[config.mk]
export PLATFORM = sky130hd
export DESIGN_NAME = serial_alu
export DESIGN_NICKNAME = d
export VERILOG_FILES = /design/src/rtl/serial_alu.sv
export SDC_FILE = /design/constraint.sdc
export NUM_CORES = 1
export LEC_CHECK = 0
export ABC_AREA = 0
export BUFFER_PORTS_ARGS = -buffer_cell sky130_fd_sc_hd__clkbuf_2
export CAP_MARGIN = 40
export CORE_MARGIN = 2
export CORE_UTILIZATION = 55
export DETAILED_ROUTE_END_ITERATION = 16
export PLACE_DENSITY = 0.81
export SYNTH_ARGS = -nofsm -noshare
export SYNTH_HDL_FRONTEND = slang
export SYNTH_SLANG_ARGS = --single-unit
[constraint.sdc]
create_clock -name clk -period 4 [get_ports clk]
set_input_delay 0.6 -clock clk [delete_from_list [all_inputs] [get_ports clk]]
set_output_delay 0.6 -clock clk [all_outputs]
set_load 0.03 [all_outputs]
[src/rtl/serial_alu.sv]
// Digit-serial integer ALU: processes DIGIT bits per clock, LSB digit first,
// under a start/busy/done handshake. Supports add, sub, AND, OR and signed slt.
module serial_alu #(
    parameter int WIDTH = 32,
    parameter int DIGIT = 4
) (
    input  logic             clk,
    input  logic             reset_n,
    input  logic             start,
    input  logic [3:0]       operation,
    input  logic [WIDTH-1:0] a,
    input  logic [WIDTH-1:0] b,
    output logic             busy,
    output logic             done,
    output logic [WIDTH-1:0] result,
    output logic             zero,
    output logic             illegal_op
);

    localparam int N  = WIDTH / DIGIT;
    localparam int CW = (N > 1) ? $clog2(N) : 1;

    localparam logic [3:0] OP_AND = 4'b0000;
    localparam logic [3:0] OP_OR  = 4'b0001;
    localparam logic [3:0] OP_ADD = 4'b0010;
    localparam logic [3:0] OP_SUB = 4'b0110;
    localparam logic [3:0] OP_SLT = 4'b0111;

    typedef enum logic [1:0] {
        IDLE = 2'd0,
        RUN  = 2'd1,
        DONE = 2'd2
    } state_t;

    state_t                r_state;
    logic [WIDTH-1:0]      r_a;
    logic [WIDTH-1:0]      r_b;
    logic [3:0]            r_op;
    logic                  r_carry;
    logic [CW-1:0]         r_count;
    logic [WIDTH-DIGIT-1:0] r_acc;

    logic                  w_subtract;
    logic                  w_legal;
    logic [DIGIT-1:0]      w_bDigit;
    logic [DIGIT:0]        w_sum;
    logic [DIGIT-1:0]      w_digit;
    logic                  w_carryIntoMsb;
    logic                  w_less;
    logic [WIDTH-1:0]      w_final;
    logic [WIDTH-1:0]      w_result;
    logic                  w_lastDigit;

    assign w_subtract = (r_op == OP_SUB) || (r_op == OP_SLT);
    assign w_bDigit   = w_subtract ? ~r_b[DIGIT-1:0] : r_b[DIGIT-1:0];
    assign w_sum      = {1'b0, r_a[DIGIT-1:0]} + {1'b0, w_bDigit} + {{DIGIT{1'b0}}, r_carry};

    // Carry into the MSB is recovered from the MSB sum bit: s = a ^ b ^ cin.
    assign w_carryIntoMsb = w_sum[DIGIT-1] ^ r_a[DIGIT-1] ^ w_bDigit[DIGIT-1];
    assign w_less         = w_sum[DIGIT-1] ^ (w_carryIntoMsb ^ w_sum[DIGIT]);

    assign w_final     = {w_digit, r_acc};
    assign w_lastDigit = (r_count == CW'(N - 1));

    always_comb begin
        w_digit  = w_sum[DIGIT-1:0];
        w_legal  = 1'b1;
        w_result = w_final;
        case (r_op)
            OP_AND: w_digit = r_a[DIGIT-1:0] & r_b[DIGIT-1:0];
            OP_OR:  w_digit = r_a[DIGIT-1:0] | r_b[DIGIT-1:0];
            OP_ADD, OP_SUB: w_result = w_final;
            OP_SLT: w_result = {{(WIDTH-1){1'b0}}, w_less};
            default: begin
                w_legal  = 1'b0;
                w_result = '0;
            end
        endcase
    end

    always_ff @(posedge clk) begin
        if (!reset_n) begin
            r_state    <= IDLE;
            r_a        <= '0;
            r_b        <= '0;
            r_op       <= '0;
            r_carry    <= 1'b0;
            r_count    <= '0;
            r_acc      <= '0;
            busy       <= 1'b0;
            done       <= 1'b0;
            result     <= '0;
            zero       <= 1'b1;
            illegal_op <= 1'b0;
        end else begin
            case (r_state)
                IDLE, DONE: begin
                    done <= 1'b0;
                    if (start) begin
                        r_a     <= a;
                        r_b     <= b;
                        r_op    <= operation;
                        r_carry <= (operation == OP_SUB) || (operation == OP_SLT);
                        r_count <= '0;
                        r_acc   <= '0;
                        busy    <= 1'b1;
                        r_state <= RUN;
                    end else begin
                        busy    <= 1'b0;
                        r_state <= IDLE;
                    end
                end
                RUN: begin
                    r_a     <= r_a >> DIGIT;
                    r_b     <= r_b >> DIGIT;
                    r_carry <= w_sum[DIGIT];
                    r_acc   <= w_final[WIDTH-1:DIGIT];
                    r_count <= r_count + 1'b1;
                    if (w_lastDigit) begin
                        r_state    <= DONE;
                        busy       <= 1'b0;
                        done       <= 1'b1;
                        result     <= w_result;
                        zero       <= (w_result == '0);
                        illegal_op <= !w_legal;
                    end
                end
                default: begin
                    r_state <= IDLE;
                    busy    <= 1'b0;
                    done    <= 1'b0;
                end
            endcase
        end
    end

endmodule

* Word-level counts from Yosys, hierarchy flattened
Index checks and enable logic that the tools add are counted.
** Cells by class
- Add/subtract/negate cells :: 3
- Equality and inequality tests :: 11
- Bitwise logic cells :: 7
- Muxes and demuxes :: 20
- Reduce and logical (&&, ||, !) cells :: 14
** Operator list (number)
- one-hot mux 32 bit (2 select lines) :: 3
- two-way mux 32 bit :: 2
- one-hot mux 28 bit (2 select lines) :: 1
- logical NOT 32 bit :: 1
- two-way mux 28 bit :: 1
- == test 4 x 3 -> 1 bit (second input constant) :: 4
- one-hot mux 4 bit (2 select lines) :: 1
- AND reduction 2 bit :: 4
- one-hot mux 3 bit (2 select lines) :: 1
- adder 4 x 4 -> 5 bit :: 1
- adder 5 x 1 -> 5 bit :: 1
- two-way mux 1 bit :: 5
- OR reduction 5 bit :: 1
- bitwise AND 4 bit :: 1
- == test 4 x 1 -> 1 bit (second input constant) :: 1
- == test 4 x 2 -> 1 bit (second input constant) :: 1
- logical NOT 4 bit :: 1
- two-way mux 4 bit :: 1
- != test 2 bit (second input constant) :: 2
- NOT 4 bit :: 1
- bitwise OR 4 bit :: 1
- one-hot mux 1 bit (2 select lines) :: 2
- one-hot mux 2 bit (2 select lines) :: 1
- OR reduction 4 bit :: 1
- 12 further kinds :: 16
** Storage, ports and cells
- Logic and storage cells :: 67
- Output and inout port bits :: 36
- Flip-flop bits (word level) :: 138
- Input port bits :: 71

* Longest topological paths before layout
Gate-level depths: netlist of run 1.
- Depth in word-level cells :: 11
- Depth in mapped cells :: 11
- Depth with buffers taken out :: 11

* Least setup slack after synthesis of run 1
No wires, ideal clock.
- Kind :: register to register
- From :: reg r_op[1]
- To :: reg zero
- Arrival :: 2287 ps
- Setup time :: 138 ps
- Path buffers :: 0
- Required time :: 3862 ps
- Setup slack :: 1575 ps
- Period minus slack after synthesis :: 2425 ps
- Cell stages (with the launch flop) :: 11
- Cells stage by stage :: dfxtp_1 -> nand3_1 -> xor2_1 -> fa_1 -> inv_1 -> fa_1 -> a21o_1 -> a21oi_1 -> xnor2_1 -> o41ai_1 -> o211ai_1
** Between the ends
- Word-level cells in the longest chain between the ends :: 11
- Elaborated cells on any way between the ends :: 17
- Classes of those cells :: 2 x add/sub; 4 x eq/ne; 3 x mux; 4 x bitwise; 4 x reduce/logical
** Ends and longest elaborated chain
- start: declaration :: RTL line 38 : logic [3:0] r_op;
- start signal: assignment :: RTL line 102 : r_op <= operation;
- == test 4 x 3 -> 1 bit :: RTL line 54, 69
- logical OR 1 bit :: RTL line 54 : assign w_subtract = (r_op == OP_SUB) || (r_op == OP_SLT);
- two-way mux 4 bit :: RTL line 55 : assign w_bDigit = w_subtract ? ~r_b[DIGIT-1:0] : r_b[DIGIT-1:0];
- adder 4 x 4 -> 5 bit :: RTL line 56 : assign w_sum = {1'b0, r_a[DIGIT-1:0]} + {1'b0, w_bDigit} + {{DIGIT{1'b0}}, r_carry};
- adder 5 x 1 -> 5 bit :: RTL line 56
- XOR 1 bit (2 in a row) :: RTL line 59 : assign w_carryIntoMsb = w_sum[DIGIT-1] ^ r_a[DIGIT-1] ^ w_bDigit[DIGIT-1];
- XOR 1 bit (2 in a row) :: RTL line 60 : assign w_less = w_sum[DIGIT-1] ^ (w_carryIntoMsb ^ w_sum[DIGIT]);
- one-hot mux 32 bit (2 select lines) (*) :: RTL line 69 : case (r_op)
- logical NOT 32 bit (*) :: RTL line 124 : zero <= (w_result == '0);
- end signal: assignment :: RTL line 124
- end: declaration :: RTL line 16 : output logic zero,
Every way passes the cells marked *; elsewhere a longest branch is shown, timed or not.
A chain may end at the register's enable or synchronous reset.

* Worst setup path after layout of run 1
Ends and elaborated chain as after synthesis.

==> out/metrics.cfg, run 1 <==
[detailed_routing]
route.vias.total=4868
antenna_left=0
avgViaCountPerCell=5.64
drt_first_iter_violations=257
drc=0
wl_per_cell_um=15.0
drtPass1Iterations=5
finalWirelength_mm=12.9

[pwr]
power_density_mw_per_mm2=504
combPwrFrac_pct=10.5
p_leak_nw=3.13
power_mw=3.47
cellInternalPower_mw=2.58
switchingPower_mw=0.880
switching_share_pct=25.4
seqPwrFrac_pct=43.3
p_clk_share_pct=46.2
ir_drop_mv=0.341

[worst_setup_path]
crit_top_cell=fa_1
slowest_delay_ns=0.45
critical_path.slowest_cell=dfxtp_1
cp.arrival_ns=3.15
required_ns=4.37
cp-end-kind=register
cp_max_fo=7
cp_cell_sequence=nand3_1 -> xor2_1 -> fa_1 -> inv_1 -> fa_1 -> a21o_1 -> a21oi_1 -> xnor2_1 -> o41ai_1 -> o211ai_1
startpoint_type=register
worstSetupPathType=reg2reg

[die]
initial_core_util_pct=55.7
core-area_mm2=0.0102
dieArea_mm2=0.0111
die_w_um=106
rows=37
dieHeight_um=106
ioPinCount=107

[synthesis]
synth_adder_area_share_pct=2.38
ys_ff_latch=138
synth_compound_area_share_pct=22.7
seq_area_frac_synth_pct=48.7
ys_types=45
muxShareOfSynthArea_pct=0.198
synthSimpleGateAreaFrac_pct=20.7
ys.flop_type=dfxtp_1
synth_top_family_by_area=compound AO/OA/AOI/OAI gates
synth_edf_count=0
synth_xor_area_share_pct=1.08
syn_nets=713
yosys_warnings=0
syn_area_mm2=0.00567
syn_area_per_cell_um2=8.95
netlist_instances=634
async_flop_share_pct=0

[clocking]
clock-sinks=138
post_cts_resized=0
clockBufferDepth=2
htreeDepth=4
cts_tree=built
clock_latency_ns=0.51
root_buffer=clkbuf_8
cts_setup_buffers=0
numCtsBuffers=17
clk_pin_slew_ns=0.06
cts_hold_buf=0

[sta]
fin_crit_ns=2.78
finalSetupViolCount=0
final_max_slew_viol_count=0
relSlewSlack_pct=42.7
max_slew.worst_pin.slew_ns=0.859
skew_ns=0.0116
max_freq_mhz=359
hold_viol_final=0
setup_tns_ns=0
rsz0062_at_grt=no
fin_crit_sh_pct=69.6

[global_route]
grt_usage_pct=23.7
grt_pass1_wl_mm=21.6
grt_max_degree=87
grt_pass1_vias=4611
overflow=0
antenna_found_initial=0

[finish]
finalInstanceArea_mm2=0.00687
nNetsFinal=793
antennaDiodeCount=0
final_common_cell=dfxtp_1
areaGrowthSynthToFinish_pct=21.1
layout-drive-gt1-share_pct=20.8
final_cells=863
nFillCells=827
layout_common_cells=dfxtp_1, nand2_1, clkbuf_2

[placement]
dp_hpwl_mm=8.55
place_area_mm2=0.00626
dp.cells=831
gp_congestion=0.875
portBuffers=106

[run_status]
status=finished clean

[worst_hold_path]
min-delay-path-class=in2reg

[job]
drv_cap=0

-- state kept, by name (all words and copies together), names as in the netlist --
register    count
illegal_op      1
done            1
r_state         2
result         32
r_count         3
r_op            4
r_acc          28
r_b            32
r_carry         1
r_a            32
busy            1
zero            1
-- routing by layer --
layer | vias up | global-route usage (%) | share of wire (%)
li1 | 2410 | - | -
met1 | 2283 | 30.0 | 44
met2 | 161 | 40.3 | 49
met3 | 14 | 5.69 | 5.6
met4 | 0 | 7.14 | 1.3
met5 | - | 0 | 0
-- layout make-up --
type                    count  area [um^2]  area share [%]
well taps                 136          170            2.48
flip-flops and latches    138         2760            40.2
multi-input cells         438         2680            39.0
clock buffers              18          428            6.23
clock inverters            14          186            2.71
repair buffers            113          619            9.01
inverters                   6         22.5           0.328
-- logic make-up after synthesis --
kind of cell / count (synthesis)
AOI/OAI and AO/OA: 156
xor gates and xnor gates: 7
adders and majority gates: 10
buffers and inverters: 58
DFF: 138
muxes: 1
and+or+nand+nor: 264
-- through the flow --
stage / utilization (%) / setup WS (ns) / hold slack, ns
2_1_floorplan: - / 1.57 / 0.441
3_3_place_gp: 60.9 / 1.41 / 0.450
3_5_place_dp: 61.4 / 1.27 / 0.459
4_1_cts: 67.5 / 1.21 / 0.329
5_1_grt: 67.5 / 1.06 / 0.354
6_report: 67.5 / 1.22 / 0.346
-- power by group through the flow --
stage	clock (mW)	sequential [mW]	combinational, mW
6_report	1.60	1.50	0.364
5_1_grt	1.68	1.51	0.409
4_1_cts	1.62	1.50	0.365
3_5_place_dp	0	1.53	0.359
3_3_place_gp	0	1.52	0.337
2_1_floorplan	0	1.51	0.264
-- Yosys cell counts (4+ instances only) --
| master | n | area, um^2 |
|---|---|---|
| dfxtp_1 | 138 | 2760 |
| nand2_1 | 109 | 409 |
| nand3_1 | 61 | 305 |
| nor2_1 | 53 | 199 |
| clkbuf_1 | 45 | 169 |
| o211a_1 | 35 | 350 |
| a21boi_0 | 31 | 233 |
| a22o_1 | 29 | 254 |
| o221ai_1 | 23 | 201 |
| nor2b_1 | 15 | 93.8 |
| a22oi_1 | 11 | 82.6 |
| a21oi_1 | 9 | 45.0 |
| nor4_1 | 7 | 43.8 |
| ha_1 | 6 | 75.1 |
| inv_1 | 6 | 22.5 |
| o21ai_0 | 6 | 30.0 |
| xnor2_1 | 4 | 35.0 |
-- worst max-delay path, delay by kind of cell (launching register included) --
family | cells | cell delay, ns
AOI/OAI and AO/OA | 4 | 0.91
adders and majority gates | 2 | 0.62
xor gates and xnor gates | 2 | 0.35
and+or+nand+nor | 1 | 0.25
DFF | 1 | 0.45
buffers and inverters | 1 | 0.06
-- worst paths after layout --
kind                                   start    endpoint  slack (ns)  depth (start not counted)
worst min register to register    result[14]  result[14]        0.46                          2
worst min-delay path            operation[2]     r_op[2]        0.35                          3
worst max register to register       r_op[1]        zero        1.22                         10
worst max-delay path                 r_op[1]        zero        1.22                         10
(Power assumes the default switching activity.)
==> inputs of run 2 (changes only) <==
==> config.mk (replaced) <==
export PLATFORM = sky130hd
export DESIGN_NAME = serial_alu
export DESIGN_NICKNAME = d
export VERILOG_FILES = /design/src/rtl/serial_alu.sv
export SDC_FILE = /design/constraint.sdc
export NUM_CORES = 1
export LEC_CHECK = 0
export ABC_AREA = 1
export BUFFER_PORTS_ARGS = -buffer_cell sky130_fd_sc_hd__clkbuf_2
export CAP_MARGIN = 40
export CORE_MARGIN = 2
export CORE_UTILIZATION = 50
export DETAILED_ROUTE_END_ITERATION = 16
export PLACE_DENSITY = 0.78
export SYNTH_ARGS = -nofsm -noshare
export SYNTH_HDL_FRONTEND = slang
export SYNTH_SLANG_ARGS = --single-unit
==> constraint.sdc (replaced) <==
create_clock -name clk -period 2.51 [get_ports clk]
set_input_delay 0.3765 -clock clk [delete_from_list [all_inputs] [get_ports clk]]
set_output_delay 0.3765 -clock clk [all_outputs]
set_load 0.03 [all_outputs]
==> run 2 against run 1 <==
Compared with the run above: first-iteration DRC count up 23%; synthesized cell count up 17%; die area up 12%; non-clock buffer count up 11.
==> out/metrics.cfg, run 2 <==
[run_status]
status=finished clean

[sta]
max_freq_mhz=435  ; +21%
relSlewSlack_pct=60.7  ; +18 points
fin_crit_sh_pct=91.6  ; +22 points
skew_ns=0.00730  ; -0.00427 ns
hold_viol_final=0  ; unchanged
fin_crit_ns=2.30  ; -0.486 ns
finalSetupViolCount=0  ; unchanged
setup_tns_ns=0  ; unchanged
rsz0062_at_grt=no
final_max_slew_viol_count=0  ; unchanged
max_slew.worst_pin.slew_ns=0.590  ; -0.269 ns

[global_route]
grt_max_degree=97  ; +11%
overflow=0  ; unchanged
use_met3_pct=6.37  ; +0.68 points
grt_usage_pct=23.8  ; +0.051 points
use_met2_pct=38.1  ; -2.2 points
grt_pass1_wl_mm=24.2  ; +12%
grt_pass1_vias=5095  ; +10%
antenna_found_initial=0  ; unchanged
met1_usage_pct=31.9  ; +1.9 points
grt-busiest-layer=met2

[synthesis]
yosys_warnings=0  ; unchanged
synth_area_leaders=dfxtp_1, nand2_1, o21ai_0, a21oi_1, o32ai_1
synth_most_common_cell=nand2_1
synth_edf_count=0  ; unchanged
synth_area_leader_cell=dfxtp_1
ys_types=36  ; -20%
synth_top_area_share_pct=47.8  ; -0.94 points
netlist_instances=742  ; +17%
syn_area_mm2=0.00579  ; +2.0%
async_flop_share_pct=0  ; unchanged
ys.flop_type=dfxtp_1
seq_area_frac_synth_pct=47.8  ; -0.94 points
ys_ff_latch=138  ; unchanged
synth_common_cells=nand2_1, dfxtp_1, o21ai_0
syn_nets=821  ; +15%
syn_area_per_cell_um2=7.80  ; -13%

[die]
rows=39  ; +5.4%
dieArea_mm2=0.0124  ; +12%
initial_core_util_pct=50.9  ; -4.8 points
dieHeight_um=112  ; +5.7%
core-area_mm2=0.0114  ; +12%
die_w_um=112  ; +5.7%
ioPinCount=107  ; unchanged

[detailed_routing]
avgViaCountPerCell=5.43  ; -3.7%
finalWirelength_mm=14.5  ; +13%
drtPass1Iterations=6  ; +1
antenna_left=0  ; unchanged
route.vias.total=5350  ; +9.9%
wl_per_cell_um=14.7  ; -1.4%
drt_first_iter_violations=317  ; +23%
drc=0  ; unchanged

[finish]
reg_top3=r_a (32), r_b (32), result (32)
nFillCells=1040  ; +26%
layout-drive-gt1-share_pct=21.0  ; +0.25 points
multiInputGateArea_mm2=0.00261  ; -2.8%
layout_common_cells=nand2_1, dfxtp_1, o21ai_0
antennaDiodeCount=0  ; unchanged
utilization_pct=62.4  ; -5.1 points
final_common_cell=nand2_1
areaGrowthSynthToFinish_pct=22.6
seqCellArea_mm2=0.00276  ; about the same
nNetsFinal=908  ; +15%
finalInstanceArea_mm2=0.00710  ; +3.2%

[pwr]
combPwrFrac_pct=11.2  ; +0.7 points
switchingPower_mw=1.43  ; +63%
p_leak_nw=2.92  ; -6.7%
seqPwrFrac_pct=41.2  ; -2.1 points
power_mw=5.80  ; +67%
ir_drop_mv=0.593  ; +74%
power_density_mw_per_mm2=817  ; +62%
cellInternalPower_mw=4.37  ; +69%
p_clk_share_pct=47.6  ; +1.4 points
switching_share_pct=24.7  ; -0.74 points

[placement]
dp_hpwl_mm=9.18  ; +7.3%
place_area_mm2=0.00638  ; +1.9%
gp_congestion=0.916  ; +4.8%
portBuffers=106  ; unchanged

[clocking]
htreeDepth=4  ; unchanged
clk_pin_slew_ns=0.06  ; about the same
cts_hold_buf=0  ; unchanged
clock-sinks=138  ; unchanged
clock_latency_ns=0.41  ; -0.10 ns
cts_tree=built
numCtsBuffers=17  ; unchanged
root_buffer=clkbuf_16
clockBufferDepth=2  ; unchanged

[worst_setup_path]
worstSetupPathType=reg2reg
r2r-start=r_op[3]
required_ns=2.87  ; -1.50 ns
cp.arrival_ns=2.66  ; -0.49 ns
cp-end-kind=register
cp_max_fo=5  ; -2
startpoint_type=register
crit_start=r_op[3]

[worst_hold_path]
min-delay-path-class=in2reg
hp-start=a[31]

[job]
drv_cap=0  ; unchanged

## run 2: path summary, 6_finish.rpt
kind	to	slack, ns	cells after the start
worst max-delay path	zero	0.21	12
worst min-delay path	r_a[31]	0.19	3
worst max register to register	zero	0.21	12
worst min register to register	r_b[19]	0.46	2
## run 2: kinds of logic (layout without fill, tap and decap cells)
group                    count (synthesis)  count (layout)  synth area share, %
flip-flops                             138             138                 47.8
adder cells (fa/ha/maj)                  8               8                 1.99
XOR/XNOR                                 3               3                0.454
AND/OR/NAND/NOR                        208             208                 14.7
buffers and inverters                  106             206                 7.61
AO/OA/AOI/OAI                          279             279                 27.5
## run 2: per-layer routing
| metal | vias up | share of wire [%] |
|---|---|---|
| li1 | 2730 | - |
| met1 | 2438 | 46 |
| met2 | 170 | 47 |
| met3 | 12 | 6.1 |
| met4 | 0 | 1.1 |
| met5 | - | 0 |
## run 2: timing repair
action / 4_1_cts / 5_1_grt
endpoints found under the setup margin: 0 / 2
buffers inserted: 0 / 5
resized for setup: 0 / 3
## run 2: worst max-delay path: stages, from the launching register on
cell and delay (ns):
dfxtp_1 0.35, inv_2 0.10, nand3_4 0.11, xor2_2 0.17
fa_1 0.36, inv_1 0.10, fa_1 0.40, or2_1 0.25
nand3_1 0.10, nand2_1 0.06, nor2_1 0.11, nand3_1 0.08
nand2_1 0.06
## run 2: final cells by class
class                           count  area share [%]
Sequential cell                   138            39.0
Multi-Input combinational cell    498            36.7
Timing Repair Buffer              124            9.73
Clock buffer                       23            7.16
Inverter                           50            2.66
Tap cell                          143            2.52
Clock inverter                      9            2.22
## run 2: metrics by stage
| stage | cells | hold WS [ns] | worst slack (ns) |
|---|---|---|---|
| final | 985 | 0.194 | 0.212 |
| after global placement | 948 | 0.443 | 0.196 |
| after detailed placement | 948 | 0.446 | 0.134 |
| after CTS | 980 | 0.184 | 0.0745 |
| after global routing | 985 | 0.202 | 0.0114 |
| after floorplan | 742 | 0.429 | 0.220 |
## run 2: power by group through the flow
stage                     clock network, mW  registers, mW  logic, mW
after floorplan                           0           2.41      0.466
after global placement                    0           2.42      0.626
after detailed placement                  0           2.43      0.632
after CTS                              2.79           2.38      0.639
after global routing                   2.90           2.40      0.744
final                                  2.76           2.39      0.651
==> inputs of run 3 (changes only) <==
--- a/config.mk
+++ b/config.mk
@@ -11,7 +11,8 @@
 export CORE_MARGIN = 2
 export CORE_UTILIZATION = 50
 export DETAILED_ROUTE_END_ITERATION = 16
-export PLACE_DENSITY = 0.78
+export GPL_ROUTABILITY_DRIVEN = 0
+export PLACE_DENSITY = 0.83
 export SYNTH_ARGS = -nofsm -noshare
 export SYNTH_HDL_FRONTEND = slang
 export SYNTH_SLANG_ARGS = --single-unit
==> run 3 against run 2 <==
Compared with the run above: worst hold slack got worse by 0.0062 ns; clock power is 3% higher; routed wire length shrank 2.8%; count of clock-buffer cells in the layout shrank 4; largest cell class unchanged; highest routed layer unchanged; sequential power is essentially flat; core utilization shrank 0.17 points; critical path type unchanged; non-clock buffer count shrank 3.
==> out/metrics.cfg, run 3 (synthesis gave the netlist of run 2 again) <==
[finish]
seqCellArea_mm2=0.00277  ; about the same
layout-drive-gt1-share_pct=20.6  ; -0.38 points
antennaDiodeCount=0  ; unchanged
layout_common_cells=nand2_1, dfxtp_1, o21ai_0
nNetsFinal=905  ; -0.33%
reg_top3=r_a (32), r_b (32), result (32)
final_common_cell=nand2_1
nFillCells=997  ; -4.1%
areaGrowthSynthToFinish_pct=22.3
multiInputGateArea_mm2=0.00260  ; -0.29%
utilization_pct=62.2  ; -0.17 points

[global_route]
grt_max_degree=61  ; -37%
overflow=0  ; unchanged
grt_pass1_wl_mm=23.6  ; -2.5%
antenna_found_initial=0  ; unchanged
grt_usage_pct=23.2  ; -0.60 points
grt_pass1_vias=5052  ; -0.84%

[sta]
setup_tns_ns=0  ; unchanged
hold_viol_final=0  ; unchanged
max_freq_mhz=424  ; -2.6%
fin_crit_ns=2.36  ; +0.0603 ns
max_slew.worst_pin.slew_ns=0.595  ; +0.00477 ns
finalSetupViolCount=0  ; unchanged
final_max_slew_viol_count=0  ; unchanged
rsz0062_at_grt=no
skew_ns=0.00761  ; +0.000311 ns
fin_crit_sh_pct=94.0  ; +2.4 points
relSlewSlack_pct=60.4  ; -0.32 points

[detailed_routing]
drc=0  ; unchanged
drtPass1Iterations=6  ; unchanged
drt_first_iter_violations=331  ; +4.4%
avgViaCountPerCell=5.48  ; +0.86%
antenna_left=0  ; unchanged
finalWirelength_mm=14.1  ; -2.8%
wl_per_cell_um=14.4  ; -2.4%
route.vias.total=5374  ; +0.45%

[worst_setup_path]
slowest_delay_ns=0.41  ; about the same
critical_path.slowest_cell=fa_1
startpoint_type=register
cp_max_fo=6  ; +1
cp-end-kind=register
worstSetupPathType=reg2reg
required_ns=2.87  ; about the same
cp.arrival_ns=2.72  ; +0.06 ns
cp_cell_sequence=inv_4 -> nand3_4 -> xor2_1 -> fa_1 -> inv_1 -> fa_1 -> or2_1 -> nand3_1 -> nand2_1 -> nor2_1 -> nand3_1 -> nand2_1

[clocking]
cts_hold_buf=0  ; unchanged
root_buffer=clkbuf_16
htreeDepth=4  ; unchanged
clockBufferDepth=2  ; unchanged
post_cts_resized=0  ; unchanged
cts_setup_buffers=0  ; unchanged
cts_tree=built
clk_pin_slew_ns=0.06  ; about the same
numCtsBuffers=17  ; unchanged
clock-sinks=138  ; unchanged
clock_latency_ns=0.42  ; about the same

[worst_hold_path]
min-delay-path-class=in2reg

[die]
dieArea_mm2=0.0124  ; unchanged
core-area_mm2=0.0114  ; unchanged
ioPinCount=107  ; unchanged
dieHeight_um=112  ; unchanged
initial_core_util_pct=50.9  ; unchanged
die_w_um=112  ; unchanged
rows=39  ; unchanged

[run_status]
status=finished clean

[placement]
dp_hpwl_mm=9.22  ; +0.49%
portBuffers=106  ; unchanged

[pwr]
ir_drop_mv=0.653  ; +10%
p_leak_nw=2.92  ; -0.20%
power_density_mw_per_mm2=828  ; +1.3%

[job]
drv_cap=0  ; unchanged

## run 3: final cells by class
class	count	share of cell area, %
clock buffer	19	6.40
clock inverter	12	3.11
inverter	50	2.71
multi-input combinational	498	36.7
sequential	138	39.1
tap	143	2.53
timing repair buffer	121	9.44
## run 3: power breakdown
| group | leakage [nW] | total [mW] | internal [mW] | switching [mW] |
|---|---|---|---|---|
| combinational | 1.46 | 0.642 | 0.226 | 0.416 |
| clock | 0.329 | 2.83 | 1.91 | 0.924 |
| sequential | 1.13 | 2.39 | 2.31 | 0.0722 |
| total | 2.92 | 5.86 | 4.45 | 1.41 |
## run 3: metrics by stage
stage | cells | setup WS, ns | area, um^2 | power [mW] | hold WS (ns)
6_report | 981 | 0.151 | 7080 | 5.86 | 0.188
5_1_grt | 981 | 0.0370 | 7080 | 6.09 | 0.187
4_1_cts | 981 | 0.0535 | 7060 | 5.88 | 0.176
3_5_place_dp | 950 | 0.114 | 6390 | 3.06 | 0.445
3_3_place_gp | 950 | 0.214 | 6390 | 3.04 | 0.444
2_1_floorplan | 742 | 0.220 | 5790 | 2.88 | 0.429
## run 3: layer usage
layer  wire (um)  GRT usage [%]
met1        6190           29.5
met2        6860           38.5
met3         826           5.50
met4         248           8.64
met5           0              0
## run 3: worst max-delay path: cells and delay by family (launching register included)
kind / cells / cell delay (ns)
flip-flops: 1 / 0.35
XOR/XNOR: 1 / 0.17
adder cells (fa/ha/maj): 2 / 0.78
buffers and inverters: 2 / 0.20
AND/OR/NAND/NOR: 7 / 0.81
## run 3: path summary, 6_finish.rpt
path           start  cells after the start       to  slack [ns]
max          r_op[3]                     12     zero        0.15
min            a[30]                      3  r_a[30]        0.19
max reg2reg  r_op[3]                     12     zero        0.15
min reg2reg  r_b[11]                      2   r_b[7]        0.45
